File: src/rtl/y_arith_pkg.sv
//==============================================================================
// Module : y_arith_pkg
// Brief  : Shared control codes, FSM state encoding and sizing helper for
//          the serial add/subtract datapath.
// Rev    : 1.0  initial release
//==============================================================================
`default_nettype none

package y_arith_pkg;

    localparam logic CTRL_ADD = 1'b0;
    localparam logic CTRL_SUB = 1'b1;

    typedef enum logic [1:0] {
        ST_IDLE = 2'd0,
        ST_RUN  = 2'd1,
        ST_DONE = 2'd2
    } state_t;

    // Slice counter width; never narrower than one bit so STEP == WIDTH still elaborates.
    function automatic int cnt_width(input int nslice);
        return (nslice <= 1) ? 1 : $clog2(nslice);
    endfunction

endpackage

`default_nettype wire

File: src/rtl/y_add_slice.sv
//==============================================================================
// Module : yAdder1 / y_add_slice
// Brief  : Single-bit full adder and a combinational STEP-bit ripple of them;
//          also exposes the carry into the slice MSB for overflow detection.
// Rev    : 1.0  initial release
//==============================================================================
`default_nettype none

module yAdder1 (
    input  logic i_a,
    input  logic i_b,
    input  logic i_cin,
    output logic o_sum,
    output logic o_cout
);
    assign o_sum  = i_a ^ i_b ^ i_cin;
    assign o_cout = (i_a & i_b) | (i_cin & (i_a ^ i_b));
endmodule

module y_add_slice #(
    parameter int STEP = 1
) (
    input  logic [STEP-1:0] i_a,
    input  logic [STEP-1:0] i_b,
    input  logic            i_cin,
    output logic [STEP-1:0] o_sum,
    output logic            o_cout,
    output logic            o_cmsb
);
    logic [STEP:0] w_c;

    assign w_c[0] = i_cin;

    generate
        for (genvar i = 0; i < STEP; i++) begin : g_bit
            yAdder1 u_fa (
                .i_a    (i_a[i]),
                .i_b    (i_b[i]),
                .i_cin  (w_c[i]),
                .o_sum  (o_sum[i]),
                .o_cout (w_c[i+1])
            );
        end
    endgenerate

    assign o_cout = w_c[STEP];
    assign o_cmsb = w_c[STEP-1];
endmodule

`default_nettype wire

File: src/rtl/y_serial_arith.sv
//==============================================================================
// Module : y_serial_arith
// Brief  : Multi-cycle WIDTH-bit add/subtract, STEP bits per clock, LSB first,
//          with start/busy/done handshake. Optional macro
//          Y_SERIAL_ARITH_ZERO_EN adds a registered zero-result flag.
// Rev    : 1.0  initial release
//==============================================================================
`default_nettype none

module y_serial_arith
    import y_arith_pkg::*;
#(
    parameter int WIDTH = 32,
    parameter int STEP  = 1
) (
    input  logic             clk,
    input  logic             reset,
    input  logic             start,
    input  logic             ctrl,
    input  logic [WIDTH-1:0] a,
    input  logic [WIDTH-1:0] b,
    output logic             busy,
    output logic             done,
    output logic [WIDTH-1:0] z,
    output logic             cout,
    output logic             ovf
`ifdef Y_SERIAL_ARITH_ZERO_EN
    ,
    output logic             zero
`endif
);
    localparam int             NSLICE = WIDTH / STEP;
    localparam int             CW     = cnt_width(NSLICE);
    localparam logic [CW-1:0]  C_LAST = CW'(NSLICE - 1);

    generate
        if ((STEP < 1) || (WIDTH % STEP != 0)) begin : g_step_check
            $error("y_serial_arith: STEP must be >= 1 and divide WIDTH");
        end
    endgenerate

    state_t           r_state;
    logic [CW-1:0]    r_cnt;
    logic [WIDTH-1:0] r_opa;
    logic [WIDTH-1:0] r_opb;
    logic [WIDTH-1:0] r_acc;
    logic             r_carry;

    logic [STEP-1:0]  w_sum;
    logic             w_cout;
    logic             w_cmsb;
    logic [WIDTH-1:0] w_acc_next;

    y_add_slice #(.STEP(STEP)) u_slice (
        .i_a    (r_opa[STEP-1:0]),
        .i_b    (r_opb[STEP-1:0]),
        .i_cin  (r_carry),
        .o_sum  (w_sum),
        .o_cout (w_cout),
        .o_cmsb (w_cmsb)
    );

    // New slice enters at the top so after NSLICE shifts the LSB slice sits at bit 0.
    generate
        if (STEP == WIDTH) begin : g_single
            assign w_acc_next = w_sum;
        end else begin : g_multi
            assign w_acc_next = {w_sum, r_acc[WIDTH-1:STEP]};
        end
    endgenerate

    always_ff @(posedge clk) begin
        if (reset) begin
            r_state <= ST_IDLE;
            r_cnt   <= '0;
            r_opa   <= '0;
            r_opb   <= '0;
            r_acc   <= '0;
            r_carry <= 1'b0;
            busy    <= 1'b0;
            done    <= 1'b0;
            z       <= '0;
            cout    <= 1'b0;
            ovf     <= 1'b0;
`ifdef Y_SERIAL_ARITH_ZERO_EN
            zero    <= 1'b0;
`endif
        end else begin
            done <= 1'b0;
            case (r_state)
                ST_IDLE: begin
                    if (start) begin
                        r_opa   <= a;
                        r_opb   <= (ctrl == CTRL_SUB) ? ~b : b;
                        r_carry <= ctrl;
                        r_acc   <= '0;
                        r_cnt   <= '0;
                        busy    <= 1'b1;
                        r_state <= ST_RUN;
                    end
                end
                ST_RUN: begin
                    r_acc   <= w_acc_next;
                    r_opa   <= r_opa >> STEP;
                    r_opb   <= r_opb >> STEP;
                    r_carry <= w_cout;
                    r_cnt   <= r_cnt + CW'(1);
                    if (r_cnt == C_LAST) begin
                        // Final slice: its MSB carry-in is the carry into bit WIDTH-1.
                        z       <= w_acc_next;
                        cout    <= w_cout;
                        ovf     <= w_cmsb ^ w_cout;
`ifdef Y_SERIAL_ARITH_ZERO_EN
                        zero    <= (w_acc_next == '0);
`endif
                        busy    <= 1'b0;
                        done    <= 1'b1;
                        r_state <= ST_DONE;
                    end
                end
                ST_DONE: begin
                    r_state <= ST_IDLE;
                end
                default: begin
                    r_state <= ST_IDLE;
                end
            endcase
        end
    end

endmodule

`default_nettype wire

File: config.mk
export PLATFORM = sky130hd
export DESIGN_NAME = y_serial_arith
export DESIGN_NICKNAME = d
export VERILOG_FILES = /design/src/rtl/y_arith_pkg.sv /design/src/rtl/y_add_slice.sv /design/src/rtl/y_serial_arith.sv
export SDC_FILE = /design/constraint.sdc
export NUM_CORES = 1
export LEC_CHECK = 0
export CORE_UTILIZATION = 46
export DETAILED_ROUTE_END_ITERATION = 8
export DONT_BUFFER_PORTS = 1
export PLACE_DENSITY = 0.72
export REMOVE_ABC_BUFFERS = 1
export SKIP_CTS_REPAIR_TIMING = 1
export SLEW_MARGIN = 25
export SYNTH_ARGS = -nofsm -noshare
export SYNTH_HDL_FRONTEND = slang
export SYNTH_SLANG_ARGS = --single-unit
export TNS_END_PERCENT = 50
File: constraint.sdc
create_clock -name clk -period 1.7 [get_ports clk]
set_input_delay 0.17 -clock clk [delete_from_list [all_inputs] [get_ports clk]]
set_output_delay 0.17 -clock clk [all_outputs]
set_load 0.01 [all_outputs]
==> report_table.html, run 1 <==
<table>
<tr><th>Metric</th><th>Value</th></tr>
<tr><th colspan="2">Worst setup path</th></tr>
<tr><td>Slowest-stage cell, CP</td><td>sky130_fd_sc_hd__dfxtp_2</td></tr>
<tr><td>Startpoint types</td><td>flip-flop</td></tr>
<tr><td>Largest stage delay on the critical path</td><td>0.35 ns</td></tr>
<tr><td>Critical path arrival</td><td>2.06 ns</td></tr>
<tr><td>Cell mode on critical path</td><td>sky130_fd_sc_hd__ha_4</td></tr>
<tr><td>CP required</td><td>a little over 2 ns</td></tr>
<tr><td>List of cells traversed by the critical path</td><td>ha_4, and3_4, ha_4, nand3b_1, nor2_4, clkbuf_16, a22o_1</td></tr>
<tr><td>Setup Crit Path Kind</td><td>reg2reg</td></tr>
<tr><td>Maximum fanout encountered on the critical timing path</td><td>8</td></tr>
<tr><td>Kind of end point of the critical path</td><td>flip-flop</td></tr>
<tr><th colspan="2">Drt</th></tr>
<tr><td>Routed length per placed instance</td><td>between 15 and 20 um</td></tr>
<tr><td>Average vias per placed instance</td><td>between 5 and 6</td></tr>
<tr><td>Detailed router's first-iteration violation count</td><td>360</td></tr>
<tr><td>Final antenna-violating net count</td><td>0</td></tr>
<tr><td>Final Routed Wirelength</td><td>11500 um</td></tr>
<tr><td>Routed vias</td><td>approximately 4000</td></tr>
<tr><td>DRT Pass-1 Iters</td><td>8</td></tr>
<tr><td>DR DRC count</td><td>20</td></tr>
<tr><th colspan="2">Yosys</th></tr>
<tr><td>Number of unique standard cell types used by synthesis</td><td>37</td></tr>
<tr><td>EDFF count, synth</td><td>0</td></tr>
<tr><td>Average instance area after synthesis</td><td>9.80 um^2</td></tr>
<tr><td>Sequential area share after synthesis</td><td>0.506</td></tr>
<tr><td>Instance count of the mapped netlist</td><td>561</td></tr>
<tr><td>Async set or reset register ratio after synthesis</td><td>0</td></tr>
<tr><td>Synth warn</td><td>0</td></tr>
<tr><td>Count of state elements after synthesis</td><td>139</td></tr>
<tr><td>Post-synth design cell area</td><td>roughly 0.0055 mm^2</td></tr>
<tr><td>Leading register cell type out of synthesis</td><td>sky130_fd_sc_hd__dfxtp_1</td></tr>
<tr><th colspan="2">Timing</th></tr>
<tr><td>Final-report max-slew violation count</td><td>0</td></tr>
<tr><td># setup viols final</td><td>16</td></tr>
<tr><td>Worst Hold Margin</td><td>-0.163 ns</td></tr>
<tr><td>Final clock skew</td><td>0.0103 ns</td></tr>
<tr><td>Max frequency</td><td>584 MHz</td></tr>
<tr><td>RSZ-0062 raised after global routing</td><td>true</td></tr>
<tr><td>Hold Vio Cnt, Final</td><td>106</td></tr>
<tr><td>Post-layout minimum cycle time</td><td>1.71 ns</td></tr>
<tr><td>Slew Limit Headroom</td><td>0.751</td></tr>
<tr><td>Actual slew at the worst max-slew pin</td><td>0.374 ns</td></tr>
<tr><td>Post-route setup TNS</td><td>-0.113 ns</td></tr>
<tr><td>Fin crit share</td><td>1.01</td></tr>
<tr><td>Setup WS post-layout</td><td>-0.0135 ns</td></tr>
<tr><th colspan="2">Clock tree</th></tr>
<tr><td>Latest clock arrival within the worst-skew pair</td><td>0.41 ns</td></tr>
<tr><td>Clock root buffer</td><td>sky130_fd_sc_hd__clkbuf_16</td></tr>
<tr><td>CTS Buf Count</td><td>17</td></tr>
<tr><td>Clock tree buffer depth</td><td>2</td></tr>
<tr><td>Sinks on the clock net</td><td>139</td></tr>
<tr><td>Number of levels in the clock H-tree</td><td>4</td></tr>
<tr><td>Clock slew seen by the registers of the worst setup and hold paths</td><td>~0.06 ns</td></tr>
<tr><td>TritonCTS clock tree</td><td>built</td></tr>
<tr><th colspan="2">Min path</th></tr>
<tr><td>Worst hold-check path type</td><td>in2reg</td></tr>
<tr><th colspan="2">Place</th></tr>
<tr><td>Post-Place Worst Slack</td><td>-0.0139 ns</td></tr>
<tr><td>Post-detailed-placement half-perimeter wirelength</td><td>6760 um</td></tr>
<tr><td>Number of input and output port buffers inserted</td><td>0</td></tr>
<tr><td>Weighted congestion reported at the end of routability-driven placement</td><td>roughly 0.7</td></tr>
<tr><th colspan="2">Global routing</th></tr>
<tr><td>Number of antenna violations at the first check in global routing</td><td>0</td></tr>
<tr><td>Aggregate global routing overflow</td><td>0</td></tr>
<tr><td>Wire length of the first global-routing pass</td><td>between 15000 and 20000 um</td></tr>
<tr><td>Largest net degree at the start of global routing</td><td>111</td></tr>
<tr><td>Overall track demand over capacity in global routing</td><td>0.182</td></tr>
<tr><td>Via count of the first global-routing pass</td><td>3708</td></tr>
<tr><th colspan="2">Pwr</th></tr>
<tr><td>Peak VDD IR</td><td>between 800 and 900 uV</td></tr>
<tr><td>Lkg Pwr</td><td>roughly 2.2 nW</td></tr>
<tr><td>Power density over cell area</td><td>around 1200 mW/mm^2</td></tr>
<tr><th colspan="2">Status</th></tr>
<tr><td>Violated checks</td><td>DRC, hold timing, setup timing</td></tr>
<tr><td>Status</td><td>complete, but fails checks</td></tr>
<tr><th colspan="2">Finish</th></tr>
<tr><td>Commonest non-fill, non-tap cells in the layout</td><td>sky130_fd_sc_hd__dfxtp_1, sky130_fd_sc_hd__nor2_1, sky130_fd_sc_hd__a22oi_1, sky130_fd_sc_hd__o22ai_1, sky130_fd_sc_hd__a211oi_1</td></tr>
<tr><td>Most common cell after layout, fill and taps aside</td><td>sky130_fd_sc_hd__dfxtp_1</td></tr>
<tr><td>Number of nets in the final layout</td><td>a little over 600</td></tr>
<tr><td>Share of final-layout standard cells stronger than drive strength 1</td><td>0.112</td></tr>
<tr><td>Post-Route Utilization</td><td>0.545</td></tr>
<tr><td>Diode insertion count for antenna repair</td><td>0</td></tr>
<tr><td>Growth of design area from synthesis to finish</td><td>14.2%</td></tr>
<tr><th colspan="2">Floorplan</th></tr>
<tr><td>Die Area</td><td>between 0.01 and 0.015 mm^2</td></tr>
<tr><td>Row Count</td><td>39</td></tr>
<tr><td>Die extent in y</td><td>111 um</td></tr>
<tr><td>Core region area</td><td>0.0115 mm^2</td></tr>
<tr><td>Die extent in x</td><td>111 um</td></tr>
<tr><td>Top-level port count</td><td>between 100 and 150</td></tr>
<tr><td>Starting density of the core</td><td>0.477</td></tr>
<tr><th colspan="2">Flow run</th></tr>
<tr><td>Number of maximum-capacitance constraint violations</td><td>0</td></tr>
</table>
-- per-stage QoR --
stage          cells  area (um^2)  total power, mW  hold WS, ns
3_5_place_dp     659         5550             4.15        0.260
2_1_floorplan    503         5190             3.98        0.239
5_1_grt          697         6270             8.04       -0.195
6_report         697         6270             7.75       -0.163
4_1_cts          691         6150             7.82       -0.179
3_3_place_gp     659         5550             4.12        0.261
-- cell type report --
type                    count  area [um^2]
fillers                  1004         5240
well taps                 143          179
flip-flops and latches    139         2790
repair buffers             19          256
clock inverters            14          160
inverters                   4         15.0
multi-input cells         360         2440
clock buffers              18          439
-- worst paths after layout --
| path | startpoint | endpoint | slack (ns) | cells past startpoint |
|---|---|---|---|---|
| worst min register to register | r_acc[1] | z[0] | 0.49 | 2 |
| worst max-delay path | r_cnt[0] | z[17] | -0.01 | 7 |
| worst max register to register | r_cnt[0] | z[17] | -0.01 | 7 |
| worst min-delay path | reset | r_opa[23] | -0.16 | 1 |
-- logic make-up after synthesis --
family / after synthesis / share of synthesized area
AO/OA/AOI/OAI: 207 / 0.288
AND/OR/NAND/NOR: 116 / 0.0849
buffers and inverters: 62 / 0.0578
flip-flops: 139 / 0.506
multiplexers: 1 / 0.00182
adder cells (fa/ha/maj): 3 / 0.00820
XOR/XNOR: 33 / 0.0526
-- cell usage after synthesis (all sizes together), types with 3 or more instances --
| cell type | count | share of area |
|---|---|---|
| dfxtp | 139 | 0.51 |
| a211oi | 33 | 0.045 |
| a22o | 32 | 0.051 |
| o2bb2ai | 28 | 0.045 |
| a22oi | 65 | 0.089 |
| nor2 | 98 | 0.067 |
| a21oi | 5 | 0.0052 |
| buf | 44 | 0.046 |
| xnor2 | 31 | 0.049 |
| o22ai | 35 | 0.040 |
| clkbuf | 14 | 0.0096 |
| nand3 | 3 | 0.0027 |
| o21ai | 3 | 0.0027 |
| inv | 4 | 0.0027 |
| nand2 | 6 | 0.0041 |
-- worst max-delay path: cells and delay by family (launching register included) --
family                     cells  cell delay [ns]
AOI/OAI and AO/OA              1             0.12
adders and majority gates      2             0.28
buffers and inverters          1             0.22
DFF                            1             0.35
and+or+nand+nor                3             0.68
-- flip-flops by register name (all words and copies together), names as in the netlist --
name	cells
r_opa	32
r_carry	1
r_opb	32
r_acc	31
r_cnt	5
cout	1
z	32
ovf	1
done	1
busy	1
r_state	2
-- per-layer routing --
layer | global-route usage | wire [um]
met2 | 0.290 | 5470
met1 | 0.220 | 5140
met4 | 0.0450 | 64
met3 | 0.0875 | 845
met5 | 0 | 0
-- power by group --
part | total, mW | leakage [nW] | switching (mW) | internal (mW)
combinational | 0.585 | 0.793 | 0.308 | 0.277
clock | 3.66 | 0.281 | 1.44 | 2.23
sequential | 3.50 | 1.14 | 0.0881 | 3.41
total | 7.75 | 2.21 | 1.83 | 5.91
Note: power is estimated with default switching activity, not from simulation.
==> run 2: changes to the inputs <==
Settings changed: CORE_MARGIN set to 2, CORE_UTILIZATION 46 to 45, PLACE_DENSITY 0.72 to not set, PLACE_DENSITY_LB_ADDON set to 0.3.
==> report_table.html, run 2 (same netlist as run 1, synthesis figures left out) <==
<table>
<tr><th>Metric</th><th>Value</th></tr>
<tr><th colspan="2">Status</th></tr>
<tr><td>Status</td><td>complete, but fails checks (unchanged)</td></tr>
<tr><td>Violated checks</td><td>hold timing (was DRC, hold timing, setup timing)</td></tr>
<tr><th colspan="2">Drt</th></tr>
<tr><td>Detailed router's first-iteration violation count</td><td>309 (was 360)</td></tr>
<tr><td>Final Routed Wirelength</td><td>11300 um (was 11500 um)</td></tr>
<tr><td>DRT Pass-1 Iters</td><td>4 (was 8)</td></tr>
<tr><td>DR DRC count</td><td>0 (was 20)</td></tr>
<tr><td>Routed length per placed instance</td><td>16.0 um (was 16.5 um)</td></tr>
<tr><td>Average vias per placed instance</td><td>5.77 (was 5.90)</td></tr>
<tr><td>Routed vias</td><td>4059 (was 4109)</td></tr>
<tr><td>Final antenna-violating net count</td><td>0 (unchanged)</td></tr>
<tr><th colspan="2">Pwr</th></tr>
<tr><td>Total power</td><td>7.68 mW (was 7.75 mW)</td></tr>
<tr><td>Switching Fraction</td><td>0.233 (was 0.237)</td></tr>
<tr><td>Net load switching power</td><td>1.79 mW (was 1.83 mW)</td></tr>
<tr><td>Total internal power</td><td>5.89 mW (was 5.91 mW)</td></tr>
<tr><td>Peak VDD IR</td><td>595 uV (was 840 uV)</td></tr>
<tr><td>Power density over cell area</td><td>1230 mW/mm^2 (about the same)</td></tr>
<tr><td>Part of the total power dissipated in combinational logic</td><td>0.076 (was 0.075)</td></tr>
<tr><td>Lkg Pwr</td><td>2.22 nW (was 2.21 nW)</td></tr>
<tr><td>Portion of total power attributed to the clock network</td><td>0.469 (was 0.473)</td></tr>
<tr><td>Fraction of power consumed by sequential logic</td><td>0.455 (was 0.451)</td></tr>
<tr><th colspan="2">Floorplan</th></tr>
<tr><td>Starting density of the core</td><td>0.459 (was 0.477)</td></tr>
<tr><td>Die extent in y</td><td>115 um (was 111 um)</td></tr>
<tr><td>Die Area</td><td>0.0131 mm^2 (was 0.0124 mm^2)</td></tr>
<tr><td>Row Count</td><td>40 (was 39)</td></tr>
<tr><td>Top-level port count</td><td>104 (unchanged)</td></tr>
<tr><td>Die extent in x</td><td>115 um (was 111 um)</td></tr>
<tr><td>Core region area</td><td>0.0120 mm^2 (was 0.0115 mm^2)</td></tr>
<tr><th colspan="2">Clock tree</th></tr>
<tr><td>Latest clock arrival within the worst-skew pair</td><td>0.42 ns (was 0.41 ns)</td></tr>
<tr><td>Sinks on the clock net</td><td>139 (unchanged)</td></tr>
<tr><td>Clock slew seen by the registers of the worst setup and hold paths</td><td>0.06 ns (about the same)</td></tr>
<tr><td>CTS Buf Count</td><td>17 (unchanged)</td></tr>
<tr><td>Clock root buffer</td><td>sky130_fd_sc_hd__clkbuf_16 (unchanged)</td></tr>
<tr><td>Clock tree buffer depth</td><td>2 (unchanged)</td></tr>
<tr><td>TritonCTS clock tree</td><td>built (unchanged)</td></tr>
<tr><td>Number of levels in the clock H-tree</td><td>4 (unchanged)</td></tr>
<tr><th colspan="2">Worst setup path</th></tr>
<tr><td>Critical path arrival</td><td>1.98 ns (was 2.06 ns)</td></tr>
<tr><td>Worst-case reg-to-reg path depth</td><td>7 (unchanged)</td></tr>
<tr><td>CP required</td><td>2.06 ns (was 2.05 ns)</td></tr>
<tr><td>Setup Crit Path Kind</td><td>reg2reg (unchanged)</td></tr>
<tr><td>Kind of end point of the critical path</td><td>flip-flop (unchanged)</td></tr>
<tr><td>Startpoint types</td><td>flip-flop (unchanged)</td></tr>
<tr><td>Maximum fanout encountered on the critical timing path</td><td>32 (was 8)</td></tr>
<tr><th colspan="2">Global routing</th></tr>
<tr><td>Via count of the first global-routing pass</td><td>3811 (was 3708)</td></tr>
<tr><td>Aggregate global routing overflow</td><td>0 (unchanged)</td></tr>
<tr><td>Largest net degree at the start of global routing</td><td>111 (unchanged)</td></tr>
<tr><td>GR met2 Demand/Resource</td><td>0.275 (was 0.290)</td></tr>
<tr><td>Global routing met3 resource utilization</td><td>0.0836 (was 0.0875)</td></tr>
<tr><td>Overall track demand over capacity in global routing</td><td>0.178 (was 0.182)</td></tr>
<tr><td>Most congested layer reported by global routing</td><td>met2 (unchanged)</td></tr>
<tr><td>Number of antenna violations at the first check in global routing</td><td>0 (unchanged)</td></tr>
<tr><td>Met1 track demand over resource in global routing</td><td>0.216 (was 0.220)</td></tr>
<tr><td>Wire length of the first global-routing pass</td><td>18500 um (was 18200 um)</td></tr>
<tr><th colspan="2">Timing</th></tr>
<tr><td>Actual slew at the worst max-slew pin</td><td>0.345 ns (was 0.374 ns)</td></tr>
<tr><td>Post-route setup TNS</td><td>0 ns (was -0.113 ns)</td></tr>
<tr><td>Final-report max-slew violation count</td><td>0 (unchanged)</td></tr>
<tr><td>Max frequency</td><td>618 MHz (was 584 MHz)</td></tr>
<tr><td>Slew Limit Headroom</td><td>0.770 (was 0.751)</td></tr>
<tr><td>Final clock skew</td><td>0.00892 ns (was 0.0103 ns)</td></tr>
<tr><td># setup viols final</td><td>0 (was 16)</td></tr>
<tr><td>Setup WS post-layout</td><td>0.0821 ns (was -0.0135 ns)</td></tr>
<tr><td>Fin crit share</td><td>0.952 (was 1.01)</td></tr>
<tr><td>RSZ-0062 raised after global routing</td><td>true (unchanged)</td></tr>
<tr><td>Hold Vio Cnt, Final</td><td>106 (unchanged)</td></tr>
<tr><td>Post-layout minimum cycle time</td><td>1.62 ns (was 1.71 ns)</td></tr>
<tr><td>Worst Hold Margin</td><td>-0.158 ns (was -0.163 ns)</td></tr>
<tr><th colspan="2">Min path</th></tr>
<tr><td>Cell depth of the worst min-delay path</td><td>1 (unchanged)</td></tr>
<tr><td>Worst hold-check path type</td><td>in2reg (unchanged)</td></tr>
<tr><th colspan="2">Place</th></tr>
<tr><td>Instance count after placement with tap cells included</td><td>669 (was 659)</td></tr>
<tr><td>Post-detailed-placement half-perimeter wirelength</td><td>6880 um (was 6760 um)</td></tr>
<tr><td>Weighted congestion reported at the end of routability-driven placement</td><td>0.730 (was 0.703)</td></tr>
<tr><td>Post-Place Worst Slack</td><td>-0.149 ns (was -0.0139 ns)</td></tr>
<tr><td>Placed cell areas</td><td>0.00558 mm^2 (was 0.00555 mm^2)</td></tr>
<tr><td>Number of input and output port buffers inserted</td><td>0 (unchanged)</td></tr>
<tr><th colspan="2">Finish</th></tr>
<tr><td>Final cell area excluding filler cells</td><td>0.00622 mm^2 (was 0.00627 mm^2)</td></tr>
<tr><td>Commonest non-fill, non-tap cells in the layout</td><td>sky130_fd_sc_hd__dfxtp_1, sky130_fd_sc_hd__nor2_1, sky130_fd_sc_hd__a22oi_1, sky130_fd_sc_hd__o22ai_1, sky130_fd_sc_hd__a211oi_1 (unchanged)</td></tr>
<tr><td>Growth of design area from synthesis to finish</td><td>13.2% (was 14.2%)</td></tr>
<tr><td>Most common cell after layout, fill and taps aside</td><td>sky130_fd_sc_hd__dfxtp_1 (unchanged)</td></tr>
<tr><td>Diode insertion count for antenna repair</td><td>0 (unchanged)</td></tr>
<tr><td>Share of final-layout standard cells stronger than drive strength 1</td><td>0.106 (was 0.112)</td></tr>
<tr><td>Post-Route Utilization</td><td>0.520 (was 0.545)</td></tr>
<tr><td>Number of nets in the final layout</td><td>616 (was 612)</td></tr>
<tr><td>Top Registers</td><td>r_opa x32, r_opb x32, z x32 (unchanged)</td></tr>
<tr><td>Fill cells</td><td>1124 (was 1004)</td></tr>
<tr><td>Post-route insts no fill</td><td>704 (was 697)</td></tr>
<tr><th colspan="2">Flow run</th></tr>
<tr><td>Number of maximum-capacitance constraint violations</td><td>0 (unchanged)</td></tr>
</table>
[run 2: critical path, stage by stage, from the launching register on]
cell                      delay, ns
sky130_fd_sc_hd__dfxtp_1       0.32
sky130_fd_sc_hd__ha_1          0.19
sky130_fd_sc_hd__and3_1        0.19
sky130_fd_sc_hd__ha_1          0.19
sky130_fd_sc_hd__buf_4         0.15
sky130_fd_sc_hd__a21oi_2       0.16
sky130_fd_sc_hd__buf_12        0.20
sky130_fd_sc_hd__a22o_1        0.16
[run 2: routing by layer]
| metal | vias up | part of all wire |
|---|---|---|
| met4 | 0 | 0.011 |
| met5 | - | 0 |
| met2 | 103 | 0.46 |
| met1 | 1903 | 0.46 |
| met3 | 11 | 0.066 |
| li1 | 2042 | - |
[run 2: final cells by class]
cell class | count | area (um^2) | area share
Tap cell | 147 | 184 | 0.0296
Sequential cell | 139 | 2780 | 0.447
Timing Repair Buffer | 22 | 240 | 0.0386
Multi-Input combinational cell | 361 | 2420 | 0.389
Inverter | 4 | 15.0 | 0.00241
Clock buffer | 19 | 443 | 0.0712
Clock inverter | 12 | 139 | 0.0223
[run 2: path summary, 6_finish.rpt]
check / from / to / slack, ns
max: r_cnt[1] / z[24] / 0.08
min: reset / r_opa[4] / -0.16
max reg2reg: r_cnt[1] / z[24] / 0.08
min reg2reg: r_acc[1] / z[0] / 0.49
[run 2: power by group through the flow]
stage / Clock (mW) / Sequential, mW / Combinational [mW]
after detailed placement: 0 / 3.56 / 0.588
after global placement: 0 / 3.56 / 0.570
after floorplan: 0 / 3.56 / 0.423
final: 3.60 / 3.50 / 0.583
after CTS: 3.68 / 3.49 / 0.590
after global routing: 3.86 / 3.51 / 0.659
==> run 3: changes to the inputs <==
Settings changed: SYNTH_HIERARCHICAL set to 1.
Clock period 1.7 ns to 1.49 ns, I/O delays scaled along.
==> report_table.html, run 3 <==
<table>
<tr><th>Metric</th><th>Value</th></tr>
<tr><th colspan="2">Finish</th></tr>
<tr><td>Share of final-layout standard cells stronger than drive strength 1</td><td>0.194 (was 0.106)</td></tr>
<tr><td>Number of nets in the final layout</td><td>661 (was 616)</td></tr>
<tr><td>Fill cells</td><td>1088 (was 1124)</td></tr>
<tr><td>Most common cell after layout, fill and taps aside</td><td>sky130_fd_sc_hd__dfxtp_1 (unchanged)</td></tr>
<tr><td>Area used by multi-input combinational logic</td><td>0.00269 mm^2 (was 0.00242 mm^2)</td></tr>
<tr><td>Top Registers</td><td>r_opa x32, r_opb x32, z x32 (unchanged)</td></tr>
<tr><td>Commonest non-fill, non-tap cells in the layout</td><td>sky130_fd_sc_hd__dfxtp_1, sky130_fd_sc_hd__nor2_1, sky130_fd_sc_hd__a22oi_1, sky130_fd_sc_hd__nor3_1 (was sky130_fd_sc_hd__dfxtp_1, sky130_fd_sc_hd__nor2_1, sky130_fd_sc_hd__a22oi_1, sky130_fd_sc_hd__o22ai_1, sky130_fd_sc_hd__a211oi_1)</td></tr>
<tr><td>Post-Route Utilization</td><td>0.551 (was 0.520)</td></tr>
<tr><td>Sequential standard cell area</td><td>0.00279 mm^2 (was 0.00278 mm^2)</td></tr>
<tr><td>Growth of design area from synthesis to finish</td><td>18.6% (was 13.2%)</td></tr>
<tr><td>Final cell area excluding filler cells</td><td>0.00668 mm^2 (was 0.00622 mm^2)</td></tr>
<tr><td>Diode insertion count for antenna repair</td><td>0 (unchanged)</td></tr>
<tr><th colspan="2">Global routing</th></tr>
<tr><td>Wire length of the first global-routing pass</td><td>18900 um (was 18500 um)</td></tr>
<tr><td>Aggregate global routing overflow</td><td>0 (unchanged)</td></tr>
<tr><td>Overall track demand over capacity in global routing</td><td>0.177 (was 0.178)</td></tr>
<tr><td>Largest net degree at the start of global routing</td><td>81 (was 111)</td></tr>
<tr><td>Number of antenna violations at the first check in global routing</td><td>0 (unchanged)</td></tr>
<tr><td>Via count of the first global-routing pass</td><td>3968 (was 3811)</td></tr>
<tr><th colspan="2">Worst setup path</th></tr>
<tr><td>Setup Crit Path Kind</td><td>reg2reg (unchanged)</td></tr>
<tr><td>Kind of end point of the critical path</td><td>flip-flop (unchanged)</td></tr>
<tr><td>CP required</td><td>1.79 ns (was 2.06 ns)</td></tr>
<tr><td>Maximum fanout encountered on the critical timing path</td><td>7 (was 32)</td></tr>
<tr><td>Critical path arrival</td><td>1.93 ns (was 1.98 ns)</td></tr>
<tr><td>Startpoint types</td><td>flip-flop (unchanged)</td></tr>
<tr><th colspan="2">Place</th></tr>
<tr><td>Post-Place Worst Slack</td><td>-0.132 ns (was -0.149 ns)</td></tr>
<tr><td>Post-detailed-placement half-perimeter wirelength</td><td>7030 um (was 6880 um)</td></tr>
<tr><td>Placed cell areas</td><td>0.00583 mm^2 (was 0.00558 mm^2)</td></tr>
<tr><td>Number of input and output port buffers inserted</td><td>0 (unchanged)</td></tr>
<tr><td>Weighted congestion reported at the end of routability-driven placement</td><td>0.756 (was 0.730)</td></tr>
<tr><th colspan="2">Floorplan</th></tr>
<tr><td>Die extent in x</td><td>116 um (was 115 um)</td></tr>
<tr><td>Starting density of the core</td><td>0.465 (was 0.459)</td></tr>
<tr><td>Die Area</td><td>0.0134 mm^2 (was 0.0131 mm^2)</td></tr>
<tr><td>Row Count</td><td>40 (unchanged)</td></tr>
<tr><td>Top-level port count</td><td>104 (unchanged)</td></tr>
<tr><td>Die extent in y</td><td>116 um (was 115 um)</td></tr>
<tr><td>Core region area</td><td>0.0121 mm^2 (was 0.0120 mm^2)</td></tr>
<tr><th colspan="2">Drt</th></tr>
<tr><td>Final Routed Wirelength</td><td>11900 um (was 11300 um)</td></tr>
<tr><td>Routed vias</td><td>4190 (was 4059)</td></tr>
<tr><td>DR DRC count</td><td>0 (unchanged)</td></tr>
<tr><td>Detailed router's first-iteration violation count</td><td>276 (was 309)</td></tr>
<tr><td>Average vias per placed instance</td><td>5.43 (was 5.77)</td></tr>
<tr><td>Final antenna-violating net count</td><td>0 (unchanged)</td></tr>
<tr><td>Routed length per placed instance</td><td>15.5 um (was 16.0 um)</td></tr>
<tr><td>DRT Pass-1 Iters</td><td>4 (unchanged)</td></tr>
<tr><th colspan="2">Timing</th></tr>
<tr><td>Fin crit share</td><td>1.10 (was 0.952)</td></tr>
<tr><td>Hold Vio Cnt, Final</td><td>93 (was 106)</td></tr>
<tr><td>Max frequency</td><td>613 MHz (was 618 MHz)</td></tr>
<tr><td>Final-report max-slew violation count</td><td>0 (unchanged)</td></tr>
<tr><td>Slew Limit Headroom</td><td>0.556 (was 0.770)</td></tr>
<tr><td>Final clock skew</td><td>0.00865 ns (was 0.00892 ns)</td></tr>
<tr><td># setup viols final</td><td>33 (was 0)</td></tr>
<tr><td>Worst Hold Margin</td><td>-0.191 ns (was -0.158 ns)</td></tr>
<tr><td>RSZ-0062 raised after global routing</td><td>true (unchanged)</td></tr>
<tr><td>Post-layout minimum cycle time</td><td>1.63 ns (was 1.62 ns)</td></tr>
<tr><td>Actual slew at the worst max-slew pin</td><td>0.665 ns (was 0.345 ns)</td></tr>
<tr><td>Setup WS post-layout</td><td>-0.142 ns (was 0.0821 ns)</td></tr>
<tr><th colspan="2">Yosys</th></tr>
<tr><td>Most repeated cell in the gate-level netlist after synthesis</td><td>sky130_fd_sc_hd__dfxtp_1 (unchanged)</td></tr>
<tr><td>Post-synth design cell area</td><td>0.00563 mm^2 (was 0.00550 mm^2)</td></tr>
<tr><td>Share of the synthesized area in the top cell type</td><td>0.494 (was 0.506)</td></tr>
<tr><td>Commonest cells post-synth</td><td>sky130_fd_sc_hd__dfxtp_1, sky130_fd_sc_hd__nor2_1, sky130_fd_sc_hd__a21oi_1, sky130_fd_sc_hd__a22oi_1, sky130_fd_sc_hd__nor3_1 (was sky130_fd_sc_hd__dfxtp_1, sky130_fd_sc_hd__nor2_1, sky130_fd_sc_hd__a22oi_1, sky130_fd_sc_hd__o22ai_1, sky130_fd_sc_hd__a211oi_1)</td></tr>
<tr><td>EDFF count, synth</td><td>0 (unchanged)</td></tr>
<tr><td>Sequential area share after synthesis</td><td>0.494 (was 0.506)</td></tr>
<tr><td>Synth warn</td><td>6 (was 0)</td></tr>
<tr><td>Instance count of the mapped netlist</td><td>594 (was 561)</td></tr>
<tr><td>Leading register cell type out of synthesis</td><td>sky130_fd_sc_hd__dfxtp_1 (unchanged)</td></tr>
<tr><td>Async set or reset register ratio after synthesis</td><td>0 (unchanged)</td></tr>
<tr><td>Average instance area after synthesis</td><td>9.48 um^2 (was 9.80 um^2)</td></tr>
<tr><td>Number of unique standard cell types used by synthesis</td><td>34 (was 37)</td></tr>
<tr><td>Top area cells in the synthesized netlist</td><td>sky130_fd_sc_hd__dfxtp_1, sky130_fd_sc_hd__nor2_1, sky130_fd_sc_hd__a221o_1, sky130_fd_sc_hd__a22o_1, sky130_fd_sc_hd__or3b_2 (was sky130_fd_sc_hd__dfxtp_1, sky130_fd_sc_hd__a22oi_1, sky130_fd_sc_hd__nor2_1, sky130_fd_sc_hd__a22o_1, sky130_fd_sc_hd__xnor2_1)</td></tr>
<tr><td>Count of state elements after synthesis</td><td>139 (unchanged)</td></tr>
<tr><td>Largest area contributor in the synthesized netlist</td><td>sky130_fd_sc_hd__dfxtp_1 (unchanged)</td></tr>
<tr><th colspan="2">Clock tree</th></tr>
<tr><td>Latest clock arrival within the worst-skew pair</td><td>0.42 ns (about the same)</td></tr>
<tr><td>Number of levels in the clock H-tree</td><td>4 (unchanged)</td></tr>
<tr><td>Sinks on the clock net</td><td>139 (unchanged)</td></tr>
<tr><td>Clock slew seen by the registers of the worst setup and hold paths</td><td>0.06 ns (about the same)</td></tr>
<tr><td>Clock root buffer</td><td>sky130_fd_sc_hd__clkbuf_16 (unchanged)</td></tr>
<tr><td>Clock tree buffer depth</td><td>2 (unchanged)</td></tr>
<tr><td>CTS Buf Count</td><td>17 (unchanged)</td></tr>
<tr><td>TritonCTS clock tree</td><td>built (unchanged)</td></tr>
<tr><th colspan="2">Pwr</th></tr>
<tr><td>Total power</td><td>8.82 mW (was 7.68 mW)</td></tr>
<tr><td>Peak VDD IR</td><td>922 uV (was 595 uV)</td></tr>
<tr><td>Power density over cell area</td><td>1320 mW/mm^2 (was 1230 mW/mm^2)</td></tr>
<tr><td>Lkg Pwr</td><td>2.47 nW (was 2.22 nW)</td></tr>
<tr><th colspan="2">Flow run</th></tr>
<tr><td>Number of maximum-capacitance constraint violations</td><td>0 (unchanged)</td></tr>
<tr><th colspan="2">Status</th></tr>
<tr><td>Violated checks</td><td>hold timing, setup timing (was hold timing)</td></tr>
<tr><td>Status</td><td>complete, but fails checks (unchanged)</td></tr>
<tr><th colspan="2">Min path</th></tr>
<tr><td>Worst hold-check path type</td><td>in2reg (unchanged)</td></tr>
</table>
run 3: cells by family (layout without fill, tap and decap cells):
group | Yosys count | count (layout) | synth area share
flops | 139 | 139 | 0.494
xor+xnor | 33 | 33 | 0.0513
simple gates | 219 | 219 | 0.202
fa+ha+maj | 3 | 3 | 0.00800
compound gates | 141 | 141 | 0.193
buf+inv | 58 | 67 | 0.0495
mux | 1 | 1 | 0.00178
run 3: metal layers:
layer / vias to the layer above / GRT usage / part of all wire
li1: 2101 / - / -
met2: 107 / 0.284 / 0.48
met1: 1966 / 0.220 / 0.45
met4: 0 / 0.0690 / 0.016
met5: - / 0 / 0
met3: 16 / 0.0622 / 0.056
run 3: per-stage QoR:
stage	TNS (ns)	instances
after detailed placement	-3.90	727
after global routing	-5.61	771
after floorplan	-211.86	537
after CTS	-4.81	759
after global placement	-9.03	727
final	-3.32	771
run 3: path summary, 6_finish.rpt:
| check | from | end | slack [ns] | cells after the start |
|---|---|---|---|---|
| worst min-delay path | reset | r_opa[22] | -0.19 | 1 |
| worst max-delay path | r_cnt[1] | z[18] | -0.14 | 8 |
| worst max register to register | r_cnt[1] | z[18] | -0.14 | 8 |
| worst min register to register | r_acc[1] | z[0] | 0.48 | 2 |
run 3: worst max-delay path, cell delays in order (launching register included):
cell and delay (ns):
sky130_fd_sc_hd__dfxtp_2 0.33, sky130_fd_sc_hd__ha_4 0.16, sky130_fd_sc_hd__and3_4 0.18, sky130_fd_sc_hd__ha_4 0.16, sky130_fd_sc_hd__nand3b_1 0.14, sky130_fd_sc_hd__nor2_4 0.06
sky130_fd_sc_hd__buf_12 0.14, sky130_fd_sc_hd__clkbuf_16 0.15, sky130_fd_sc_hd__a22o_1 0.19
run 3: area by class of cell:
type | instances | share of cell area
Tap cell | 168 | 0.0315
Timing Repair Buffer | 34 | 0.0613
Sequential cell | 139 | 0.417
Clock inverter | 13 | 0.0227
Multi-Input combinational cell | 397 | 0.402
Clock buffer | 19 | 0.0648
Inverter | 1 | 0.000562
run 3: power breakdown:
part / internal, mW / total (mW) / switching [mW]
logic: 0.360 / 0.685 / 0.325
registers: 3.88 / 3.97 / 0.0893
clock network: 2.61 / 4.17 / 1.56
total: 6.85 / 8.82 / 1.97
